**src/rtl/gpr_debug_access.sv**
```systemverilog
// Debug-side GPR access controller: halts the core, performs one JTAG read or
// write on the register file, and returns rdata/error over a valid/ready channel.
module gpr_debug_access #(
    parameter int unsigned ADDR_W       = 5,
    parameter int unsigned DATA_W       = 32,
    parameter int unsigned HALT_TIMEOUT = 255
) (
    input  logic              clk_i,
    input  logic              rst_n_i,
    input  logic              cmd_valid_i,
    output logic              cmd_ready_o,
    input  logic              cmd_write_i,
    input  logic [ADDR_W-1:0] cmd_addr_i,
    input  logic [DATA_W-1:0] cmd_wdata_i,
    output logic              rsp_valid_o,
    input  logic              rsp_ready_i,
    output logic [DATA_W-1:0] rsp_rdata_o,
    output logic              rsp_err_o,
    output logic              halt_req_o,
    input  logic              halted_i,
    output logic              jtag_en_o,
    output logic [ADDR_W-1:0] jtag_addr_o,
    output logic [DATA_W-1:0] jtag_wdata_o,
    input  logic [DATA_W-1:0] jtag_rdata_i
);

    localparam int unsigned CNT_W = $clog2(HALT_TIMEOUT + 1);
    localparam logic [CNT_W-1:0] CNT_LAST = CNT_W'(HALT_TIMEOUT - 1);

    typedef enum logic [1:0] {
        S_IDLE,
        S_HALT_WAIT,
        S_ACCESS,
        S_RESP
    } state_t;

    state_t            state, state_n;
    logic              lat_write;
    logic [ADDR_W-1:0] lat_addr;
    logic [DATA_W-1:0] lat_wdata;
    logic [CNT_W-1:0]  halt_cnt;
    logic              accept;
    logic              addr_zero;

    assign cmd_ready_o = rst_n_i & (state == S_IDLE);
    assign accept      = cmd_valid_i & cmd_ready_o;
    assign addr_zero   = (lat_addr == '0);

    always_ff @(posedge clk_i or negedge rst_n_i) begin
        if (!rst_n_i) begin
            state <= S_IDLE;
        end else begin
            state <= state_n;
        end
    end

    always_comb begin
        state_n      = state;
        rsp_valid_o  = 1'b0;
        jtag_en_o    = 1'b0;
        jtag_addr_o  = '0;
        jtag_wdata_o = '0;
        case (state)
            S_IDLE: begin
                if (accept) begin
                    state_n = halted_i ? S_ACCESS : S_HALT_WAIT;
                end
            end
            S_HALT_WAIT: begin
                if (halted_i) begin
                    state_n = S_ACCESS;
                end else if (halt_cnt == CNT_LAST) begin
                    state_n = S_RESP;
                end
            end
            S_ACCESS: begin
                // Writeback has priority at the register file, so only write while halted.
                jtag_en_o    = lat_write & ~addr_zero & halted_i;
                jtag_addr_o  = lat_addr;
                jtag_wdata_o = lat_write ? lat_wdata : '0;
                state_n      = S_RESP;
            end
            S_RESP: begin
                rsp_valid_o = 1'b1;
                if (rsp_ready_i) begin
                    state_n = S_IDLE;
                end
            end
            default: state_n = S_IDLE;
        endcase
    end

    always_ff @(posedge clk_i or negedge rst_n_i) begin
        if (!rst_n_i) begin
            lat_write   <= 1'b0;
            lat_addr    <= '0;
            lat_wdata   <= '0;
            halt_cnt    <= '0;
            halt_req_o  <= 1'b0;
            rsp_err_o   <= 1'b0;
            rsp_rdata_o <= '0;
        end else begin
            case (state)
                S_IDLE: begin
                    if (accept) begin
                        lat_write  <= cmd_write_i;
                        lat_addr   <= cmd_addr_i;
                        lat_wdata  <= cmd_wdata_i;
                        halt_cnt   <= '0;
                        halt_req_o <= 1'b1;
                    end
                end
                S_HALT_WAIT: begin
                    if (halt_cnt != '1) begin
                        halt_cnt <= halt_cnt + CNT_W'(1);
                    end
                    if (!halted_i && halt_cnt == CNT_LAST) begin
                        rsp_err_o   <= 1'b1;
                        rsp_rdata_o <= '0;
                    end
                end
                S_ACCESS: begin
                    rsp_err_o   <= ~halted_i | (lat_write & addr_zero);
                    rsp_rdata_o <= (!lat_write && halted_i && !addr_zero) ? jtag_rdata_i : '0;
                end
                S_RESP: begin
                    if (rsp_ready_i) begin
                        halt_req_o <= 1'b0;
                    end
                end
                default: ;
            endcase
        end
    end

endmodule
```
**config.mk**
```make
export PLATFORM = sky130hd
export DESIGN_NAME = gpr_debug_access
export DESIGN_NICKNAME = d
export VERILOG_FILES = /design/src/rtl/gpr_debug_access.sv
export SDC_FILE = /design/constraint.sdc
export NUM_CORES = 1
export LEC_CHECK = 0
export BUFFER_PORTS_ARGS = -buffer_cell sky130_fd_sc_hd__buf_2
export CAP_MARGIN = 20
export CORE_UTILIZATION = 50
export DETAILED_ROUTE_END_ITERATION = 6
export PLACE_DENSITY = 0.82
export SLEW_MARGIN = 20
export SYNTH_ARGS = -nofsm -noshare
export SYNTH_HDL_FRONTEND = slang
export SYNTH_SLANG_ARGS = --single-unit
```
**constraint.sdc**
```tcl
create_clock -name clk_i -period 5.07 [get_ports clk_i]
set_input_delay 0.507 -clock clk_i [delete_from_list [all_inputs] [get_ports clk_i]]
set_output_delay 0.507 -clock clk_i [all_outputs]
set_load 0.01 [all_outputs]
```
==> results.ini, run 1 <==
[cells_and_area]
synthToLayoutAreaGrowth_pct=27.5
n_antenna_cell=0
drive_gt1_share_pct=49.4
layoutNonFillerInstCount=535
fillers=538
nets=516

[global_route]
grt_max_degree=51
grt_pass1_vias=2749
track_usage_pct=22.2
grt_pass1_wl_um=12800
antenna_found_initial=0
overflow=0

[timing]
max_slew_margin_pct=33.4
drv_slew=0
finalSetupViolations=0
hold_viol=0
fin_tns_setup_ns=0
worst_pin_slew_ns=0.999
fin_skew_ns=0.0115
rsz0062_at_grt=false
fin_crit_sh_pct=59.1
fmax_ghz=0.334
fin_crit_ns=2.99

[cts]
numCtsBuffers=9
cts-htree-levels=3
cts_tree=done
clkTransAtPathRegs_ns=0.09
clock-sinks=82
cts_setup_buffers=0
holdBufCountCts=0
ctsResizeCount=0
cts_root_buf=clkbuf_8
cts_buffer_depth=2
clk_latency_ns=0.37

[setup_path]
worstPathMaxFanout=41
critical_path_required_ns=5.37
worstSetupPathType=reg2reg
cp.arrival_ns=3.30
startpoint_type=flop
cp-end-kind=flop

[synthesis]
synth_cells=293
syn_area_per_cell_um2=12.5
netlist_area_um2=3660
syn_nets=375
ys_types=41
ys_seq_area_share_pct=56.0
ys_seq_elements=82
ys_warn_count=0

[power_and_ir_drop]
vdd_drop_max_v=0.000280
cellPowerDensity_nw_per_um2=605
power_leakage_uw=0.00254

[die]
fp.dieH_um=87.6
die_w_um=87.6
core.rowCount=30
ios=149
die_area_um2=7670
core_area_um2=6940
initial_utilization_pct=52.8

[detailed_routing]
ant_nets=0
drc=0
num_vias=2913
drt_wl_total_um=8350
firstDrtPassIters=4
detail_route.wl_per_cell_um=15.6
via_per_inst=5.44
drtIter0Drc=85

[outcome]
run_status=finished clean

[flow_run]
cap_violations=0

[hold_path]
min_path_type=in2async

[place]
dp.final_hpwl_um=5600
portBuffers=148
dp.cells=518
place_congestion=0.787

-- metrics by stage --
step / hold WS [ns] / cell area (µm²) / utilization (%) / setup WS, ns / power, µW
after floorplan: 0.211 / 3660 / - / 3.21 / 1910
after global placement: 0.480 / 4420 / 63.7 / 1.94 / 2230
after detailed placement: 0.484 / 4420 / 63.7 / 1.86 / 2280
after CTS: 0.0879 / 4650 / 67.0 / 1.97 / 2830
after global routing: 0.105 / 4670 / 67.3 / 1.85 / 3010
final: 0.0754 / 4670 / 67.3 / 2.08 / 2820
-- path summary, 6_finish.rpt --
| check | start | endpoint | slack [ns] | depth (start not counted) |
|---|---|---|---|---|
| max | state[0] | halt_cnt[5] | 2.08 | 6 |
| min | rst_n_i | rsp_rdata_o[3] | 0.08 | 1 |
| max reg2reg | state[0] | halt_cnt[5] | 2.08 | 6 |
| min reg2reg | lat_wdata[8] | lat_wdata[8] | 0.51 | 1 |
| max in group asynchronous | rst_n_i | lat_addr[2] | 3.96 | 2 |
| min in group clk_i | jtag_rdata_i[20] | rsp_rdata_o[20] | 0.35 | 2 |
-- state kept, by name, indices dropped and copies added, names as in the netlist --
register,cells
halt_req_o,1
rsp_err_o,1
halt_cnt,8
rsp_rdata_o,32
lat_addr,5
lat_write,1
state,2
lat_wdata,32
-- cells in the final DEF, fill, tap and decap left out, types with 5 or more instances in the layout --
| cell | netlist | final |
|---|---|---|
| buf_2 | 4 | 147 |
| nand3_1 | 14 | 13 |
| a22o_1 | 31 | 31 |
| and3_1 | 33 | 33 |
| nand2_1 | 15 | 15 |
| clkbuf_8 | 2 | 9 |
| and2_1 | 5 | 5 |
| dfrtp_1 | 82 | 82 |
| mux2_2 | 39 | 39 |
| ha_1 | 7 | 6 |
-- worst max-delay path, stage by stage (launching register included) --
cell and delay (ns):
dfrtp_1 0.45, inv_1 0.15, ha_1 0.24, nand3_2 0.75, o2bb2ai_1 0.63, or4b_1 0.62
nand3_1 0.10
-- routing by layer --
layer | GRT usage (%) | wire length (µm)
met1 | 27.0 | 3460
met2 | 35.8 | 4130
met5 | 0 | 0
met3 | 7.92 | 618
met4 | 9.69 | 138
-- Yosys cell counts, drive strengths merged --
master   instances  area share, %
a21boi           1           0.20
a21o             1           0.20
a21oi            4           0.55
a22o            33            8.0
a31oi            1           0.17
and2             6            1.1
and3            33            5.6
buf             10            2.0
clkbuf          11            1.7
dfrtp           82             56
ha               7            2.4
inv              4           0.41
mux2            39             12
mux2i            2           0.55
nand2           15            1.5
nand2b           2           0.34
nand3           14            1.9
nand3b           1           0.20
nand4            3           0.51
nor2             4           0.41
nor2b            1           0.17
nor3             2           0.41
o2111a           1           0.31
o211ai           1           0.20
o21a             1           0.20
o21ai            5           0.79
o221ai           1           0.24
o2bb2ai          1           0.24
or2              1           0.17
or2b             1           0.24
or3              1           0.17
or4              1           0.31
or4b             3           0.82
-- power breakdown --
part | leakage, µW | internal [µW] | switching, µW
Sequential | 0.00104 | 974 | 221
Clock | 0.000114 | 287 | 261
Combinational | 0.00139 | 544 | 538
Total | 0.00254 | 1800 | 1020
-- final cells by class --
type	count	area, µm²	share of cell area [%]
flip-flops and latches	82	2050	43.9
inverters	4	15.0	0.321
well taps	96	120	2.57
clock buffers	9	124	2.65
multi-input cells	186	1480	31.7
repair buffers	151	773	16.6
clock inverters	7	108	2.30
-- cells by family after synthesis --
logic type / synth area share, %
adder cells (fa/ha/maj): 2.39
multiplexers: 12.5
buffers and inverters: 4.10
flip-flops: 56.0
AND/OR/NAND/NOR: 13.9
AO/OA/AOI/OAI: 11.1
No activity file was read; power rests on OpenSTA's default activity.
==> run 2: changes to the inputs <==
- CORE_UTILIZATION: 50 -> 48
- PLACE_DENSITY: 0.82 -> 0.8
- clock period: 5.07 -> 3.1 ns (I/O delays scaled with it)
==> run 2 against run 1 <==
  * Core utilization decreased by 4.0 points
  * Wire length decreased by 0.72%
  * Worst setup slack got worse by 1.5 ns
  * Critical path depth decreased by 1
  * Clock power increased by 27%
  * Critical path type unchanged
==> results.ini, run 2 (same netlist as run 1, synthesis figures left out) <==
[cts]
cts-htree-levels=3  ; unchanged
numCtsBuffers=9  ; unchanged
cts_root_buf=clkbuf_8  ; unchanged
clock-sinks=82  ; unchanged
clk_latency_ns=0.34  ; was 0.37 ns
clkTransAtPathRegs_ns=0.09  ; about the same
ctsResizeCount=0  ; unchanged
cts_buffer_depth=2  ; unchanged
cts_tree=done  ; unchanged

[setup_path]
crit_path_end=halt_cnt[6]  ; was halt_cnt[5]
worstSetupPathType=reg2reg  ; unchanged
startpoint_type=flop  ; unchanged
r2r_cells=5  ; was 6
timing.rr.start=state[1]  ; was state[0]
worstPathMaxFanout=20  ; was 41
critical_path_required_ns=3.27  ; was 5.37 ns
timing.rr.end=halt_cnt[6]  ; was halt_cnt[5]
cp.arrival_ns=2.69  ; was 3.30 ns
worstSetupStartpoint=state[1]  ; was state[0]
cp-end-kind=flop  ; unchanged
timing.reg2reg.setup_slack_ns=0.58  ; was 2.08 ns

[timing]
rsz0062_at_grt=false  ; unchanged
whs_ns=0.178  ; was 0.0754 ns
fin_skew_ns=0.00722  ; was 0.0115 ns
finalSetupViolations=0  ; unchanged
hold_viol=0  ; unchanged
worst_pin_slew_ns=0.961  ; was 0.999 ns
fin_crit_sh_pct=81.2  ; was 59.1%
fin_crit_ns=2.52  ; was 2.99 ns
fin_tns_setup_ns=0  ; unchanged
fmax_ghz=0.397  ; was 0.334 GHz
max_slew_margin_pct=36.0  ; was 33.4%
drv_slew=0  ; unchanged

[place]
portBuffers=148  ; unchanged
dp.cells=524  ; was 518
place_congestion=0.809  ; was 0.787
dp.final_hpwl_um=5680  ; was 5600 µm
place_area_um2=4450  ; was 4420 µm²

[detailed_routing]
drt_wl_total_um=8290  ; was 8350 µm
drtIter0Drc=122  ; was 85
drc=0  ; unchanged
firstDrtPassIters=4  ; unchanged
num_vias=2862  ; was 2,913
ant_nets=0  ; unchanged
via_per_inst=5.29  ; was 5.44
detail_route.wl_per_cell_um=15.3  ; was 15.6 µm

[cells_and_area]
fin_util_pct=63.3  ; was 67.3%
synthToLayoutAreaGrowth_pct=26.6  ; was 27.5%
layoutNonFillerInstCount=541  ; was 535
reg.largest.list=lat_wdata (32), rsp_rdata_o (32), halt_cnt (8)  ; unchanged
nets=519  ; was 516
layout_commonest_cell=buf_2  ; unchanged
layout_common_cells=buf_2 (147), dfrtp_1 (82), mux2_2 (39), and3_1 (33), a22o_1 (31)  ; unchanged
fin_area_um2=4640  ; was 4670 µm²
fillers=584  ; was 538
drive_gt1_share_pct=49.3  ; was 49.4%
n_antenna_cell=0  ; unchanged

[outcome]
run_status=finished clean  ; unchanged

[global_route]
grt_pass1_wl_um=12600  ; was 12,800 µm
grt_pass1_vias=2816  ; was 2,749
antenna_found_initial=0  ; unchanged
track_usage_pct=20.6  ; was 22.2%
grt_max_degree=68  ; was 51
overflow=0  ; unchanged

[die]
core_area_um2=7330  ; was 6940 µm²
die_w_um=89.4  ; was 87.6 µm
ios=149  ; unchanged
die_area_um2=7990  ; was 7670 µm²
initial_utilization_pct=50.0  ; was 52.8%
fp.dieH_um=89.4  ; was 87.6 µm
core.rowCount=31  ; was 30

[hold_path]
hold_start=jtag_rdata_i[1]
min_path_type=in2reg  ; was in2async

[flow_run]
cap_violations=0  ; unchanged

[power_and_ir_drop]
power_leakage_uw=0.00253  ; was 0.00254 µW
vdd_drop_max_v=0.000460  ; was 0.000280 V
cellPowerDensity_nw_per_um2=954  ; was 605 nW/µm²

-- run 2: how the worst min path moves through the flow --
stage                                 end  cells after the start
after floorplan               halt_cnt[0]                      0
after global placement           state[1]                      1
after detailed placement         state[0]                      1
after CTS                 rsp_rdata_o[23]                      2
after global routing       rsp_rdata_o[1]                      2
final                      rsp_rdata_o[1]                      2
-- run 2: cell type report --
cell class | count | area, µm² | area share (%)
repair buffers | 154 | 791 | 17.1
multi-input cells | 186 | 1480 | 31.8
clock buffers | 9 | 124 | 2.67
flip-flops and latches | 82 | 2050 | 44.3
clock inverters | 7 | 55.1 | 1.19
well taps | 99 | 124 | 2.67
inverters | 4 | 15.0 | 0.324
-- run 2: critical path, cell delays in order (launching register included) --
cell and delay [ns]:
dfrtp_1 0.43, inv_1 0.15, ha_1 0.57, nand4_1 0.15, o2bb2ai_1 0.79, o221ai_1 0.25
-- run 2: power by group --
part	internal (µW)	switching, µW	leakage (µW)	total, µW
registers	1590	365	0.00104	1960
clock network	297	396	0.0000911	694
logic	886	885	0.00140	1770
total	2780	1650	0.00253	4420
-- run 2: per-layer routing --
metal,up-vias,global-route usage (%),share of wire [%]
met4,0,7.22,0.81
met3,8,6.56,7.3
met1,1384,24.3,44
met2,110,35.3,48
met5,-,0,0
li1,1360,-,-
-- run 2: what timing repair did --
| action | 4_1_cts | 5_1_grt |
|---|---|---|
| setup endpoints to repair | 0 | 0 |
| setup buffers | 0 | 0 |
| hold buffers | 1 | 0 |
| endpoints found under the hold margin | 16 | 0 |
-- run 2: through the flow --
stage | power [µW] | setup slack, ns
after detailed placement | 3760 | 0.607
after CTS | 4470 | 0.511
after global placement | 3650 | 0.772
after floorplan | 3120 | 1.31
after global routing | 4760 | 0.311
final | 4420 | 0.583
==> run 3: changes to the inputs <==
- ABC_AREA: unset -> 1
- CORE_UTILIZATION: 48 -> 49
- clock period: 3.1 -> 2.4 ns (I/O delays scaled with it)
==> run 3 against run 2 <==
  * Cell area rose by 8.0%
  * Clock power rose by 61%
  * Sequential power rose by 4%
  * Global-route usage rose by 2.1 points
  * Critical path depth rose by 1
  * Largest cell class unchanged
==> results.ini, run 3 <==
[outcome]
run_status=finished clean  ; unchanged

[setup_path]
timing.rr.end=rsp_rdata_o[31]  ; was halt_cnt[6]
timing.rr.start=state[1]  ; unchanged
crit_path_end=jtag_en_o  ; was halt_cnt[6]
timing.reg2reg.setup_slack_ns=0.38  ; was 0.58 ns
cp-end-kind=output pin  ; was flop
startpoint_type=flop  ; unchanged
worstSetupStartpoint=state[0]  ; was state[1]
worstPathMaxFanout=39  ; was 20
worstSetupPathType=reg2out  ; was reg2reg
cp.arrival_ns=1.89  ; was 2.69 ns
critical_path_required_ns=2.16  ; was 3.27 ns
r2r_cells=9  ; was 5

[cts]
clk_latency_ns=0.36  ; was 0.34 ns
clkTransAtPathRegs_ns=0.09  ; about the same
cts-htree-levels=3  ; unchanged
numCtsBuffers=9  ; unchanged
cts_root_buf=clkbuf_8  ; unchanged
cts_buffer_depth=2  ; unchanged
cts_setup_buffers=0  ; unchanged
clock-sinks=82  ; unchanged
cts_tree=done  ; unchanged

[die]
die_w_um=92.2  ; was 89.4 µm
core.rowCount=32  ; was 31
fp.dieH_um=92.2  ; was 89.4 µm
initial_utilization_pct=51.1  ; was 50.0%
ios=149  ; unchanged
die_area_um2=8500  ; was 7990 µm²
core_area_um2=7810  ; was 7330 µm²

[timing]
rsz0062_at_grt=false  ; unchanged
fin_crit_sh_pct=88.6
hold_viol=0  ; unchanged
setup_ws_ns=0.275  ; was 0.583 ns
fin_crit_ns=2.13
worst_pin_slew_ns=0.733  ; was 0.961 ns
max_slew_margin_pct=51.1  ; was 36.0%
drv_slew=0  ; unchanged
fin_skew_ns=0.0176  ; was 0.00722 ns
fin_tns_setup_ns=0  ; unchanged
fmax_ghz=0.471
finalSetupViolations=0  ; unchanged

[synthesis]
ys_seq_area_share_pct=51.5  ; was 56.0%
syn_area_per_cell_um2=7.57  ; was 12.5 µm²
netlist_area_um2=3990  ; was 3660 µm²
synth_area_leader_cell=dfrtp_1  ; unchanged
ys_warn_count=0  ; unchanged
synth_ff_type=dfrtp_1  ; unchanged
yosys-top-cells-count=nand2_1 (177), nor2_1 (110), dfrtp_1 (82)  ; was dfrtp_1 (82), mux2_2 (39), and3_1 (33)
synthArstFlopShare_pct=100  ; unchanged
synth_edf_count=0  ; unchanged
syn_nets=609  ; was 375
yosysMostFrequentCell=nand2_1  ; was dfrtp_1
synth.top_cells.by_area=dfrtp_1 (51%), nand2_1 (17%), nor2_1 (10%)  ; was dfrtp_1 (56%), mux2_2 (12%), a22o_1 (7.4%)
synth_cells=527  ; was 293
ys_types=23  ; was 41
synth.top_cell.area_share_pct=51.5  ; was 56.0%
ys_seq_elements=82  ; unchanged

[cells_and_area]
layout_common_cells=nand2_1 (177), buf_2 (147), nor2_1 (110), dfrtp_1 (82), inv_1 (55)  ; was buf_2 (147), dfrtp_1 (82), mux2_2 (39), and3_1 (33), a22o_1 (31)
nets=750  ; was 519
reg.largest.list=lat_wdata (32), rsp_rdata_o (32), halt_cnt (8)  ; unchanged
drive_gt1_share_pct=27.0  ; was 49.3%
layout_commonest_cell=nand2_1  ; was buf_2
n_antenna_cell=0  ; unchanged
fin_util_pct=64.1  ; was 63.3%
synthToLayoutAreaGrowth_pct=25.5  ; was 26.6%

[place]
portBuffers=148  ; unchanged
place_ws_ns=0.372  ; was 0.607 ns
dp.final_hpwl_um=6710  ; was 5680 µm
place_congestion=0.814  ; was 0.809

[power_and_ir_drop]
vdd_drop_max_v=0.000424  ; was 0.000460 V
cellPowerDensity_nw_per_um2=1070  ; was 954 nW/µm²
power_leakage_uw=0.00297  ; was 0.00253 µW
power_uw=5350  ; was 4420 µW

[flow_run]
cap_violations=0  ; unchanged

[detailed_routing]
detail_route.wl_per_cell_um=12.0  ; was 15.3 µm
firstDrtPassIters=5  ; was 4
via_per_inst=4.78  ; was 5.29
num_vias=3702  ; was 2,862
drtIter0Drc=186  ; was 122
drt_wl_total_um=9260  ; was 8290 µm
drc=0  ; unchanged
ant_nets=0  ; unchanged

[global_route]
antenna_found_initial=1  ; was 0
grt_max_degree=82  ; was 68
grt_pass1_vias=3402  ; was 2,816
track_usage_pct=22.6  ; was 20.6%
grt_pass1_wl_um=15200  ; was 12,600 µm
overflow=0  ; unchanged

[hold_path]
min_path_type=in2reg  ; unchanged

[run 3: per-stage QoR]
step / cells / hold WS [ns] / area (µm²)
after floorplan: 527 / -0.0556 / 3990
after global placement: 758 / 0.0430 / 4760
after detailed placement: 758 / 0.0420 / 4760
after CTS: 775 / 0.115 / 5000
after global routing: 775 / 0.119 / 5010
final: 775 / 0.119 / 5010
[run 3: kinds of logic (layout without fill, tap and decap cells)]
family	Yosys count	after routing	share of synthesized area [%]
simple gates	304	304	29.7
flops	82	82	51.5
buf+inv	81	227	8.97
compound gates	47	47	6.06
fa+ha+maj	7	7	2.20
mux	5	5	1.41
xor+xnor	1	1	0.220
[run 3: worst min path at each step]
stage,startpoint,endpoint,slack [ns],cells past startpoint
floorplan,rst_n_i,halt_cnt[0],-0.06,0
global placement,rst_n_i,state[1],0.04,1
detailed placement,rst_n_i,state[1],0.04,1
CTS,cmd_addr_i[1],lat_addr[1],0.11,2
global route,cmd_addr_i[4],lat_addr[4],0.12,2
finish,cmd_addr_i[1],lat_addr[1],0.12,2
[run 3: worst max-delay path, cell delays in order, from the launching register on]
cell and delay, ns:
dfrtp_1 0.42, inv_1 0.15, ha_1 0.24, buf_4 0.38, nand4_1 0.14, inv_1 0.07, buf_2 0.14
[run 3: final cells by class]
cell class                 count  area (µm²)
timing repair buffer         155         802
inverter                      56         213
clock buffer                  12         155
fill                         691        2800
clock inverter                 4        73.8
sequential                    82        2050
tap                          102         128
multi-input combinational    364        1580
[run 3: power by group]
part | internal (µW) | switching [µW]
Clock | 644 | 479
Combinational | 764 | 1440
Sequential | 1820 | 205
[run 3: layer usage]
| metal | track usage, % | vias up | part of all wire (%) |
|---|---|---|---|
| li1 | - | 1866 | - |
| met1 | 28.3 | 1694 | 44 |
| met2 | 37.3 | 114 | 47 |
| met3 | 4.81 | 26 | 5.6 |
| met4 | 11.1 | 2 | 2.8 |
| met5 | 0 | - | 0.12 |
[run 3: repair_timing]
| item | CTS | global route |
|---|---|---|
| endpoints found under the hold margin | 1 | 0 |
| resized for setup | 0 | 0 |
| endpoints found under the setup margin | 0 | 0 |
| hold buffers | 1 | 0 |
